<file path="src/rtl/dac_sample_scheduler.sv">
// ----------------------------------------------------------------------------
// dac_sample_scheduler
//
// Paces samples written by the core into the DAC at a programmable rate.
// Samples land in a small FIFO. The scheduler primes that FIFO before the
// first update, then pops one sample every div+1 cycles into the registered
// DAC code D. An update tick that finds the FIFO empty holds D and sets a
// sticky underrun flag. Mute replaces the popped sample with MID.
//
// Ports
//   CLK           system clock (PLL output)
//   reset         asynchronous, active-high reset
//   in_data       sample from the core
//   in_valid      in_data is valid
//   in_ready      FIFO can accept a sample (combinational from the level)
//   enable        run the scheduler
//   div           sample period minus 1, in CLK cycles
//   mute          drive MID instead of the popped sample on update ticks
//   clr_underrun  clear the sticky underrun flag
//   D             registered DAC code
//   dac_update    one-cycle pulse in the cycle D takes a new value
//   fifo_level    current FIFO occupancy
//   underrun      sticky: an update tick found the FIFO empty
//   state         FSM state for debug: IDLE=0, PRIME=1, RUN=2
// ----------------------------------------------------------------------------
module dac_sample_scheduler #(
    parameter int DW        = 10,
    parameter int DEPTH     = 4,
    parameter int DIV_W     = 8,
    parameter int PRIME_LVL = 2,
    parameter int MID       = 512
) (
    input  logic                     CLK,
    input  logic                     reset,
    input  logic [DW-1:0]            in_data,
    input  logic                     in_valid,
    output logic                     in_ready,
    input  logic                     enable,
    input  logic [DIV_W-1:0]         div,
    input  logic                     mute,
    input  logic                     clr_underrun,
    output logic [DW-1:0]            D,
    output logic                     dac_update,
    output logic [$clog2(DEPTH):0]   fifo_level,
    output logic                     underrun,
    output logic [1:0]               state
);

    localparam int AW = $clog2(DEPTH);
    localparam int LW = AW + 1;

    localparam logic [LW-1:0] FULL_LVL  = LW'(DEPTH);
    localparam logic [LW-1:0] PRIME_THR = LW'(PRIME_LVL);
    localparam logic [DW-1:0] MID_CODE  = DW'(MID);

    typedef enum logic [1:0] {
        IDLE  = 2'd0,
        PRIME = 2'd1,
        RUN   = 2'd2
    } state_t;

    state_t            state_q, state_d;
    logic [DIV_W-1:0]  cnt_q, cnt_d;
    logic [AW-1:0]     wr_ptr_q, wr_ptr_d;
    logic [AW-1:0]     rd_ptr_q, rd_ptr_d;
    logic [LW-1:0]     level_q, level_d;
    logic [DW-1:0]     d_q, d_d;
    logic              dac_update_q, dac_update_d;
    logic              underrun_q, underrun_d;
    logic [DW-1:0]     mem_q [DEPTH];

    logic push;
    logic pop;
    logic tick;

    // in_ready depends on the level only, so a full FIFO refuses a push even
    // when the same cycle pops; there is no pass-through path.
    assign in_ready = (level_q != FULL_LVL);
    assign push     = in_valid && in_ready;

    // Dropping enable in RUN suppresses the tick of that same cycle.
    assign tick = (state_q == RUN) && enable && (cnt_q == div);
    assign pop  = tick && (level_q != '0);

    // FSM and period counter
    always_comb begin
        // NOTE: every signal assigned in an always_comb gets a default first,
        // so no path through the case can leave it unassigned and infer a latch.
        state_d = state_q;
        cnt_d   = '0;
        unique case (state_q)
            IDLE: begin
                if (enable) state_d = PRIME;
            end
            PRIME: begin
                if (!enable)                   state_d = IDLE;
                else if (level_q >= PRIME_THR) state_d = RUN;
            end
            RUN: begin
                if (!enable) begin
                    state_d = IDLE;
                end else if (cnt_q != div) begin
                    // A div lowered below the count lets the counter run on
                    // to all-ones and wrap before it can match again.
                    cnt_d = cnt_q + DIV_W'(1);
                end
            end
            default: state_d = IDLE;
        endcase
    end

    // FIFO pointers, level, DAC code and flags
    always_comb begin
        wr_ptr_d     = push ? wr_ptr_q + AW'(1) : wr_ptr_q;
        rd_ptr_d     = pop  ? rd_ptr_q + AW'(1) : rd_ptr_q;
        level_d      = level_q;
        unique case ({push, pop})
            2'b10:   level_d = level_q + LW'(1);
            2'b01:   level_d = level_q - LW'(1);
            default: level_d = level_q;
        endcase

        d_d          = d_q;
        dac_update_d = pop;
        if (pop) d_d = mute ? MID_CODE : mem_q[rd_ptr_q];

        // A set wins over a clear arriving in the same cycle.
        underrun_d = underrun_q;
        if (clr_underrun)             underrun_d = 1'b0;
        if (tick && level_q == '0)    underrun_d = 1'b1;
    end

    always_ff @(posedge CLK or posedge reset) begin
        // NOTE: state registers use non-blocking assignments so every flop
        // samples the pre-edge values regardless of statement order.
        if (reset) begin
            state_q      <= IDLE;
            cnt_q        <= '0;
            wr_ptr_q     <= '0;
            rd_ptr_q     <= '0;
            level_q      <= '0;
            d_q          <= MID_CODE;
            dac_update_q <= 1'b0;
            underrun_q   <= 1'b0;
        end else begin
            state_q      <= state_d;
            cnt_q        <= cnt_d;
            wr_ptr_q     <= wr_ptr_d;
            rd_ptr_q     <= rd_ptr_d;
            level_q      <= level_d;
            d_q          <= d_d;
            dac_update_q <= dac_update_d;
            underrun_q   <= underrun_d;
        end
    end

    // NOTE: the storage array is deliberately not reset; resetting the
    // pointers and level already flushes the FIFO, and stale entries are
    // never read before being rewritten.
    always_ff @(posedge CLK) begin
        if (push) mem_q[wr_ptr_q] <= in_data;
    end

    assign D          = d_q;
    assign dac_update = dac_update_q;
    assign fifo_level = level_q;
    assign underrun   = underrun_q;
    assign state      = state_q;

endmodule

</file>
<file path="config.mk">
export PLATFORM = sky130hd
export DESIGN_NAME = dac_sample_scheduler
export DESIGN_NICKNAME = d
export VERILOG_FILES = /design/src/rtl/dac_sample_scheduler.sv
export SDC_FILE = /design/constraint.sdc
export NUM_CORES = 1
export LEC_CHECK = 0
export ABC_CLOCK_PERIOD_IN_PS = 2630
export BUFFER_PORTS_ARGS = -buffer_cell sky130_fd_sc_hd__buf_4
export CAP_MARGIN = 20
export CELL_PAD_IN_SITES_DETAIL_PLACEMENT = 1
export CELL_PAD_IN_SITES_GLOBAL_PLACEMENT = 1
export CORE_UTILIZATION = 47
export CTS_CLUSTER_SIZE = 12
export DETAILED_ROUTE_END_ITERATION = 16
export GPL_TIMING_DRIVEN = 0
export PLACE_DENSITY = 0.81
export SLEW_MARGIN = 10
export SYNTH_ARGS = -nofsm -noshare
export SYNTH_HDL_FRONTEND = slang
export SYNTH_SLANG_ARGS = --single-unit
</file>
<file path="constraint.sdc">
create_clock -name CLK -period 2.63 [get_ports CLK]
set_input_delay 0.1315 -clock CLK [delete_from_list [all_inputs] [get_ports CLK]]
set_output_delay 0.1315 -clock CLK [all_outputs]
set_load 0.01 [all_outputs]
</file>
Word level (Yosys, flattened, before mapping)
Memory sizes are Yosys's and may differ from the RTL's.
Index checks and enable logic that the tools add are counted.
{ "classes": {"add_sub_neg": 5, "n_lt_le_gt_ge": 1, "n_eq_ne": 10, "n_mux": 14, "reduce_logical": 11} }
{ "ops": {"columns": ["operator", "n"], "rows": [
  ["$mux W8", 3],
  ["$mux W10", 1],
  ["$add A8 B1 Y8 const B", 1],
  ["$eq A8 B8 Y1", 1],
  ["$mux W2", 4],
  ["$ne A8 B8 Y1", 1],
  ["$ne A3 B3 Y1 const B", 2],
  ["$pmux W2 S3", 1],
  ["$pmux W3 S2", 1],
  ["$logic_and A1 B1 Y1", 5],
  ["$add A2 B1 Y2 const B", 2],
  ["$eq A2 B1 Y1 const B", 2],
  ["$eq A2 B2 Y1 const B", 2],
  ["$mux W1", 4],
  ["$ne A2 B2 Y1 const B", 2],
  ["$reduce_bool A2 Y1", 2],
  ["$add A3 B1 Y3 const B", 1],
  ["$ge A3 B2 Y1 const B", 1],
  ["$logic_not A3 Y1", 1],
  ["$reduce_and A3 Y1", 1],
  ["$reduce_bool A3 Y1", 1],
  ["$sub A3 B1 Y3 const B", 1],
  ["$logic_not A2 Y1", 1]
]} }
{ "totals": {"reg_bits": 29, "ramBits": 40, "word_cells": 50, "mem_count": 1} }
{ "memory_table": {"columns": ["memory", "words", "word_bits", "rd", "rd_clocked_by_memory_dff", "write_ports", "line_no", "source"], "rows": [
  ["mem_q", 4, 10, 1, 0, 1, "70", "logic [DW-1:0] mem_q [DEPTH];"]
]} }

Logic depth before layout (Yosys ltp)
{ "logic_depth": {"ltp_word": 6, "ltp_mapped": 10} }

Worst setup path before layout
Ideal clock, no wire load.
{ "synth_timing": {"path_type": "reg2reg", "startpoint": "register cnt_q[5]", "endpoint": "register level_q[2] (netlist: fifo_level[2])", "t_arrival_ns": 2.279, "t_required_ns": 2.551, "setup_slack_ns": 0.272, "stages_incl_launch_ff": 11, "n_path_buf": 0, "period_less_slack_ns": 2.358, "path_cell_list": "dfrtp_1 -> xor2_1 -> nor4_4 -> nand3_1 -> nor3_1 -> ha_1 -> inv_1 -> fa_1 -> xor2_1 -> nor2_1 -> xor2_1"} }
{ "synth_via": {"elab_chain_len": 5, "elab_cells_between_ends": 7, "cone_classes": "eq/ne: 3; mux: 1; reduce/logical: 3"} }
{ "synth_lines": {"columns": ["element", "line_no", "source"], "rows": [
  ["start, declared", "63", "logic [DIV_W-1:0] cnt_q, cnt_d;"],
  ["start signal, assigned", "147", "cnt_q <= cnt_d;"],
  ["$eq A8 B8 Y1 (*)", "82", "assign tick = (state_q == RUN) && enable && (cnt_q == div);"],
  ["$logic_and A1 B1 Y1 (*)", "82", null],
  ["$logic_and A1 B1 Y1 (*)", "83", "assign pop = tick && (level_q != '0);"],
  ["via dac_update_d", "68", "logic dac_update_q, dac_update_d;"],
  ["$eq A2 B1 Y1 or $eq A2 B2 Y1 (tied branches)", "117", "unique case ({push, pop})"],
  ["$pmux W3 S2 or $reduce_bool A2 Y1 (tied branches)", null, null],
  ["end signal, assigned", "150", "level_q <= level_d;"],
  ["end, declared", "66", "logic [LW-1:0] level_q, level_d;"]
]} }
The timed path passes the listed nets; every way through them passes the cells marked *.
A chain may end at the register's enable or synchronous reset.

Worst setup path in the final report
Same ends and word-level chain as after synthesis.

==> flow_summary.yaml <==
floorplan:
  die_w_um: 81.2
  core_mm2: 0.00599
  die_h_um: 81.2
  ios: 42
  initial_core_util_pct: 49.2
  rows: 28
  die_area_mm2: 0.00659
global_routing:
  track_usage_pct: 21.1
  grt_remaining_overflow: 0
  grt_pass1_wl_um: 9560
  grt_pass1_vias: 1851
  grt_max_degree: 20
  antenna_found_initial: 0
worst_setup_path:
  cp_slowest_cell: "dfrtp_1"
  cpMostUsedCell: "xor2_1"
  cp_num_buf_inv: 1
  crit_fanout: 4
  end_kind: "flop"
  worstPathRequired_ps: 2900
  worstSetupPathType: "flop to flop"
  cp-start-kind: "flop"
  critPathArrivalTime_ps: 2690
  crit_chain: "xor2_1, nor4_4, nand3_2, nor3_2, ha_1, inv_1, fa_1, xor2_1, nor2_1, xor2_1"
  crit_family: "simple AND/OR/NAND/NOR gates"
  max_stage_delay_ps: 430
flow_run:
  maxCapViolations: 0
clock_network:
  cts_tree: "yes"
  clk_pin_slew_ps: 70
  max-clock-path-buffers: 2
  clock_latency_ps: 340
  clock_sinks: 69
  cts-root-buf: "clkbuf_8"
  cts_buffers: 9
  h-tree-depth: 3
synthesis:
  synth_seq_cells: 69
  syn_nets: 210
  netlist_instances: 179
  ys_warn_count: 0
  ys_seq_area_share_pct: 65.4
  synth_area_per_cell_um2: 16.5
  yosys.area.top_type: "edfxtp_1"
  synth_area_leaders: "edfxtp_1 (41%), dfrtp_1 (24%), mux4_2 (7.6%)"
  netlist_area_mm2: 0.00295
  synth_top_area_share_pct: 40.8
  synth.distinct_cells: 31
drt:
  vias: 1711
  vias_per_cell: 5.25
  drtPass1Iterations: 4
  drt-initial-drc-count: 120
  wl_met2_um: 3150
  wl_met3_um: 246
  ant_nets: 0
  postRouteWirelength_um: 6040
  drcViolationCount: 0
  wl_met1_um: 2540
  post_drt_wl_per_cell_um: 18.5
  top_layer: "met4"
placed_design:
  portBuffers: 41
  gp_congestion: 0.698
  dp_cells: 296
  place_hpwl_um: 4330
final_layout:
  area_growth_pct: 25.1
  drive_above_1_share_pct: 31.9
  fin_util_pct: 61.5
  n_antenna_cell: 0
  fin_nets: 277
  fin_cells: 326
timing:
  layout_worst_path_cycle_share_pct: 92.1
  max_freq_mhz: 413
  grt_setup_unrepaired: "false"
  final-hold-violation-count: 0
  whs_ps: 124
  max_slew.worst_pin.slew_ps: 650
  setup_viol: 0
  slew_headroom_pct: 56.7
  drv_slew: 0
  post-route-min-period_ps: 2420
  finalClockSkew_ps: 11.2
pwr:
  p_sw_w: 0.000746
  p_int_w: 0.00194
  ir_drop_uv: 472
  p_leak_nw: 1.58
  p_per_area_mw_per_mm2: 728
  swShare_pct: 27.8
  clockPowerShare_pct: 27.6
  p_seq_share_pct: 53.6
  combPwrFrac_pct: 18.8
outcome:
  status: "finished clean"
min_path:
  hp-class: "input port to flop"
-- cell families (layout without fill, tap and decap cells) --
group	Yosys count	count (layout)	synth area share, %
AOI/OAI and AO/OA	3	3	0.595
muxes	23	23	13.5
DFF	69	69	65.4
buffers and inverters	12	84	1.83
and+or+nand+nor	45	45	9.47
adders and majority gates	7	7	3.23
xor gates and xnor gates	20	20	5.94
-- per-stage QoR --
stage / total power (W) / area [um^2] / TNS, ps / worst slack [ps]
after global placement: 0.00190 / 3350 / -35.8 / -35.8
after detailed placement: 0.00196 / 3380 / -61.2 / -61.2
after floorplan: 0.00172 / 2950 / 0 / 272
after CTS: 0.00271 / 3680 / 0 / 82.0
final: 0.00268 / 3690 / 0 / 209
after global routing: 0.00281 / 3690 / 0 / 55.9
-- synth_stat cells --
cell and n:
mux4_2 10, nor2_1 4, clkbuf_1 1, dfrtp_1 28
xnor2_1 9, inv_1 9, and2_1 9, mux2i_1 3
nand4_1 1, mux2_4 8, nor4_1 1, nor2b_1 10
or4_1 1, mux2_2 1, o21ai_0 1, ha_1 6
edfxtp_1 40, nor4_4 1, and3b_1 1, dfstp_2 1
mux2_1 1, nand3_1 8, nand3b_1 1, and3_1 6
o22ai_1 1, buf_2 1, nor3_1 2, fa_1 1
a31oi_1 1, xor2_1 11, buf_6 1
-- tightest hold or removal path: cells and delay by family --
kind / cells / cell delay [ps]
multiplexers: 1 / 70
buffers and inverters: 1 / 140
AND/OR/NAND/NOR: 1 / 100
-- final timing paths --
kind,from,end,slack [ps],cells past startpoint
max,cnt_q[5],fifo_level[2],210,10
min,mute,D[9],120,3
max reg2reg,cnt_q[5],fifo_level[2],210,10
min reg2reg,D[9],D[9],490,2
max in group asynchronous,reset,D[9],1670,4
min in group asynchronous,reset,wr_ptr_q[1],390,3
-- sequential cells by signal, summed over array words and instances (netlist names), 2 cells and up --
register and count:
mem_q 40, rd_ptr_q 2, cnt_q 8, D 10, wr_ptr_q 2, fifo_level 3, state 2
-- cell usage in the layout, fill, tap and decap left out, types with 7 or more instances in the layout --
master | netlist | final
mux4_2 | 10 | 10
dfrtp_1 | 28 | 28
mux2_4 | 8 | 8
nor2b_1 | 10 | 10
clkbuf_8 | 0 | 10
dlygate4sd3_1 | 0 | 13
edfxtp_1 | 40 | 40
inv_1 | 9 | 9
and2_1 | 9 | 9
xor2_1 | 11 | 11
buf_4 | 0 | 42
xnor2_1 | 9 | 9
nand3_1 | 8 | 7
-- power groups by stage --
stage	Combinational [W]	Sequential (W)	Clock (W)
after CTS	0.000513	0.00144	0.000759
after floorplan	0.000280	0.00144	0
after global placement	0.000453	0.00145	0
final	0.000505	0.00144	0.000740
after global routing	0.000560	0.00146	0.000795
after detailed placement	0.000497	0.00146	0
-- repair_timing --
item	4_1_cts	5_1_grt
pin swaps	1	1
resized for setup	1	2
buffers inserted	1	0
setup endpoints to repair	1	1
hold buffers	13	0
hold endpoints to repair	49	0
-- final cells by class --
type                            count  area, um^2
Fill cell                         558        2300
Sequential cell                    69        1930
Multi-Input combinational cell     98         977
Timing Repair Buffer               56         473
Clock buffer                       13         149
Tap cell                           75        93.8
Inverter                            9        33.8
Buffer                              3        20.0
Clock inverter                      3        12.5
-- routing by layer --
metal,track usage [%],vias up
met5,0,-
met4,7.68,0
met3,5.28,9
met2,36.3,41
met1,25.7,876
li1,-,785
(Power assumes the default switching activity.)
